===== config.mk =====
export PLATFORM = sky130hd
export DESIGN_NAME = stream_rr_arbiter
export DESIGN_NICKNAME = d
export VERILOG_FILES = /design/src/rtl/stream_rr_arbiter.sv
export SDC_FILE = /design/constraint.sdc
export NUM_CORES = 1
export LEC_CHECK = 0
export BUFFER_PORTS_ARGS = -buffer_cell sky130_fd_sc_hd__clkbuf_2
export CORE_ASPECT_RATIO = 1.25
export CORE_MARGIN = 5
export CORE_UTILIZATION = 44
export CTS_CLUSTER_SIZE = 24
export DETAILED_ROUTE_END_ITERATION = 10
export HOLD_SLACK_MARGIN = 0.06
export PLACE_DENSITY = 0.81
export SKIP_CTS_REPAIR_TIMING = 1
export SLEW_MARGIN = 20
export SYNTH_ARGS = -nofsm -noshare
export SYNTH_HDL_FRONTEND = slang
export SYNTH_SLANG_ARGS = --single-unit

===== constraint.sdc =====
create_clock -name aclk -period 2.2 [get_ports aclk]
set_clock_uncertainty 0.05 [all_clocks]
set_input_delay 0.55 -clock aclk [delete_from_list [all_inputs] [get_ports aclk]]
set_output_delay 0.55 -clock aclk [all_outputs]
set_load 0.03 [all_outputs]

===== src/rtl/stream_rr_arbiter.sv =====
// Packet-aware round-robin arbiter: NUM_PORTS AXI4-Stream requesters share one registered output slot.
// state | meaning
// IDLE  | no grant held; next requester is chosen starting at ptr
// GRANT | grant held on one port until its last beat transfers
module stream_rr_arbiter #(
  parameter int DATA_WIDTH  = 32,
  parameter int NUM_PORTS   = 4,
  parameter int INDEX_WIDTH = 2
) (
  input  logic                            aclk,
  input  logic                            aresetn,
  input  logic [NUM_PORTS*DATA_WIDTH-1:0] in_data,
  input  logic [NUM_PORTS-1:0]            in_last,
  input  logic [NUM_PORTS-1:0]            in_valid,
  output logic [NUM_PORTS-1:0]            in_ready,
  output logic [DATA_WIDTH-1:0]           out_data,
  output logic                            out_last,
  output logic [INDEX_WIDTH-1:0]          out_index,
  output logic                            out_valid,
  input  logic                            out_ready,
  output logic                            busy
);

  typedef enum logic {
    IDLE  = 1'b0,
    GRANT = 1'b1
  } state_t;

  state_t                 state_q, state_d;
  logic [INDEX_WIDTH-1:0] ptr_q, ptr_d;
  logic [INDEX_WIDTH-1:0] grant_q, grant_d;
  logic [DATA_WIDTH-1:0]  data_q, data_d;
  logic                   last_q, last_d;
  logic [INDEX_WIDTH-1:0] index_q, index_d;
  logic                   valid_q, valid_d;

  logic [DATA_WIDTH-1:0]  sel_data;
  logic                   sel_last;
  logic                   sel_valid;
  logic [INDEX_WIDTH-1:0] pick;
  logic                   int_ready;
  logic                   xfer;

  always_comb begin
    sel_data  = '0;
    sel_last  = 1'b0;
    sel_valid = 1'b0;
    for (int k = 0; k < NUM_PORTS; k++) begin
      if (grant_q == INDEX_WIDTH'(k)) begin
        sel_data  = in_data[k*DATA_WIDTH +: DATA_WIDTH];
        sel_last  = in_last[k];
        sel_valid = in_valid[k];
      end
    end
  end

  // Descending scans: the first finds the lowest requester overall (wrap case),
  // the second overrides it with the lowest requester at or after ptr.
  always_comb begin
    pick = '0;
    for (int k = NUM_PORTS - 1; k >= 0; k--) begin
      if (in_valid[k]) pick = INDEX_WIDTH'(k);
    end
    for (int k = NUM_PORTS - 1; k >= 0; k--) begin
      if (in_valid[k] && (INDEX_WIDTH'(k) >= ptr_q)) pick = INDEX_WIDTH'(k);
    end
  end

  always_comb begin
    int_ready = ~valid_q | out_ready;
    xfer      = (state_q == GRANT) & sel_valid & int_ready;

    in_ready = '0;
    for (int k = 0; k < NUM_PORTS; k++) begin
      if (aresetn && (state_q == GRANT) && (grant_q == INDEX_WIDTH'(k))) in_ready[k] = int_ready;
    end

    state_d = state_q;
    ptr_d   = ptr_q;
    grant_d = grant_q;
    data_d  = data_q;
    last_d  = last_q;
    index_d = index_q;
    valid_d = valid_q;

    if (int_ready) valid_d = xfer;

    unique case (state_q)
      IDLE: begin
        if (|in_valid) begin
          grant_d = pick;
          state_d = GRANT;
        end
      end
      GRANT: begin
        if (xfer) begin
          data_d  = sel_data;
          last_d  = sel_last;
          index_d = grant_q;
          if (sel_last) begin
            ptr_d   = (grant_q == INDEX_WIDTH'(NUM_PORTS - 1)) ? '0 : grant_q + INDEX_WIDTH'(1);
            state_d = IDLE;
          end
        end
      end
      default: state_d = IDLE;
    endcase
  end

  always_ff @(posedge aclk or negedge aresetn) begin
    if (!aresetn) begin
      state_q <= IDLE;
      ptr_q   <= '0;
      grant_q <= '0;
      data_q  <= '0;
      last_q  <= 1'b0;
      index_q <= '0;
      valid_q <= 1'b0;
    end else begin
      state_q <= state_d;
      ptr_q   <= ptr_d;
      grant_q <= grant_d;
      data_q  <= data_d;
      last_q  <= last_d;
      index_q <= index_d;
      valid_q <= valid_d;
    end
  end

  assign out_data  = data_q;
  assign out_last  = last_q;
  assign out_index = index_q;
  assign out_valid = valid_q;
  assign busy      = (state_q == GRANT);

endmodule


==> impl_metrics.csv <==
group,metric,value,unit
status,status,"finished clean",
pwr,power_frac_seq,19.4,%
detailed_routing,drt_iter0_markers,169,
pwr,swShare,45.2,%
detailed_routing,drt_drc_violations_left,0,
sta,whs,355,ps
yosys,syn-num-nets,457,
sta,tightest_slew,530,ps
pwr,combPwrFrac,73.6,%
detailed_routing,wl,9820,um
placement,post-place-ws,122,ps
clock_network,cts_sinks,41,
global_route,grtUsageTotal,21.3,%
pwr,ir_drop,0.922,mV
job,maxCapViolations,0,
pwr,p_leak,2.14,nW
placement,placed_area,3980,um2
critical_path,reg2reg_depth,7,
critical_path,crit_chain,"inv_2, ha_2, inv_1, nor2_1, clkbuf_2",
layout,n_fill_cell,573,
detailed_routing,routed_via_density,5.43,
clock_network,cts_buffer_depth,2,
sta,setup_viol,0,
clock_network,cts-htree-levels,2,
floorplanning,rows,33,
yosys,syn_inst,314,
floorplanning,start_util,45.2,%
placement,portBuffers,179,
detailed_routing,wl_per_cell,17.0,um
clock_network,cts_tree,"done",
critical_path,timing.rr.start,"grant_q[1]",
critical_path,critPathKind,"reg2out",
layout,drive_gt1_share,50.6,%
yosys,synth_ff_type,"dfrtp_1",
layout,final_common_cell,"clkbuf_2",
placement,dpl.hpwl,7380,um
global_route,grt_pass1_wl,14800,um
layout,final_nets,633,
global_route,grt_max_degree,48,
yosys,ys_types,34,
yosys,synth-async-reset-ratio,100,%
clock_network,cts_inserted_buffers,5,
critical_path,cp_slowest_cell,"dfrtp_2",
yosys,netlist_area,2990,um2
layout,multi_input_area,1800,um2
layout,fin_cells,577,
sta,fin_setup_tns,0,ps
sta,period_share,95.5,%
critical_path,startpoint_type,"register",
layout,final_cell_mix,"clkbuf_2, dfrtp_1, a21oi_1",
yosys,ys_seq_area_share,34.3,%
floorplanning,fp.dieW,83.7,um
sta,rsz0062_at_grt,"yes",
sta,hold_violations,0,
floorplanning,io_pins,180,
sta,drv_slew,0,
critical_path,path_depth,5,
pwr,pwr-share-clk,7.0,%
detailed_routing,drt_first_pass_iters,4,
yosys,synth_enable_flop_cells,0,
pwr,p_int,0.00388,W
critical_path,path_max_fanout,6,
clock_network,cts-root-buf,"clkbuf_8",
critical_path,arrival,1500,ps
global_route,grt_pass1_vias,3171,
clock_network,insertion_delay,290,ps
clock_network,clkTransAtPathRegs,80,ps
floorplanning,core,6610,um2
yosys,ys_seq_elements,41,
floorplanning,die_y,102,um
detailed_routing,drtAntennaViolNets,0,
pwr,powerDensity,1700,nW/um2
critical_path,crit_start,"grant_q[1]",
yosys,avgSynthCellArea,9.52,um2
pwr,switchingPower,0.00321,W
sta,min_period,2100,ps
critical_path,end_kind,"output port",
sta,max_freq,476,MHz
detailed_routing,vias,3134,
critical_path,critical_path.max_stage_delay,470,ps
layout,seq_area,1030,um2
global_route,gr-total-overflow,0,
global_route,antenna_found_initial,0,
critical_path,critical-path-top-delay-family,"flip-flops",
placement,placed_cells,566,
layout,synthToLayoutAreaGrowth,39.8,%
sta,setup_slack,98.9,ps
critical_path,path_buf_inv,3,
layout,n_antenna_cell,0,
layout,final_cell_area,4180,um2
yosys,yosysWarnings,0,
placement,gp_congestion,0.856,
critical_path,cp.required,1600,ps
sta,slew_headroom,64.7,%
min_path,hold_class,"in2async",
floorplanning,dieArea,8550,um2
[through the flow]
step	power, W	utilization [%]
2_1_floorplan	0.00518	-
3_3_place_gp	0.00620	60.2
3_5_place_dp	0.00634	60.2
4_1_cts	0.00686	61.5
5_1_grt	0.00757	63.3
6_report	0.00709	63.3
[kinds of logic after synthesis]
family,after synthesis,synth area share (%)
buffers and inverters,39,6.99
AND/OR/NAND/NOR,51,8.08
AO/OA/AOI/OAI,142,31.7
flip-flops,41,34.3
adder cells (fa/ha/maj),4,1.67
multiplexers,37,17.2
[worst paths after layout]
path,to,slack [ps]
min in group aclk,out_data[11],440
worst min register to register,out_data[11],440
max in group asynchronous,grant_q[1],1370
worst min-delay path,out_data[15],350
worst max register to register,out_data[17],210
worst max-delay path,in_ready[0],100
[power groups by stage]
stage | registers [W] | logic (W) | clock network (W)
final | 0.00137 | 0.00521 | 0.000499
after floorplan | 0.00196 | 0.00321 | 0
after global routing | 0.00142 | 0.00560 | 0.000544
after CTS | 0.00136 | 0.00499 | 0.000512
after detailed placement | 0.00137 | 0.00497 | 0
after global placement | 0.00135 | 0.00485 | 0
[cells in the mapped netlist (all sizes together) (3+ instances only)]
library cell,number,area share [%]
a22o,34,10
dfrtp,41,34
nor2,4,0.50
a21oi,36,6.2
nand3b,3,0.75
nand2,32,4.0
nand3,3,0.50
ha,4,1.7
inv,10,1.3
mux2,35,17
o21a,33,8.3
o21ai,34,5.7
clkbuf,14,1.8
buf,15,4.0
[state kept, by name, summed over array words and instances, names as in the netlist]
| name | count |
|---|---|
| busy | 1 |
| grant_q | 2 |
| ptr_q | 2 |
| out_data | 32 |
| out_last | 1 |
| out_index | 2 |
| out_valid | 1 |
[layout make-up]
class / instances / area share [%]
tap: 87 / 2.60
sequential: 41 / 24.6
multi-input combinational: 234 / 43.0
clock buffer: 7 / 2.07
timing repair buffer: 198 / 26.6
inverter: 10 / 1.14
[metal layers]
| metal | up-vias | share of wire (%) | global-route usage [%] |
|---|---|---|---|
| met5 | - | 0 | 0 |
| li1 | 1499 | - | - |
| met1 | 1481 | 41 | 24.3 |
| met4 | 0 | 1.8 | 7.18 |
| met2 | 138 | 50 | 38.4 |
| met3 | 16 | 7.2 | 6.13 |
Note: power is estimated with default switching activity, not from simulation.
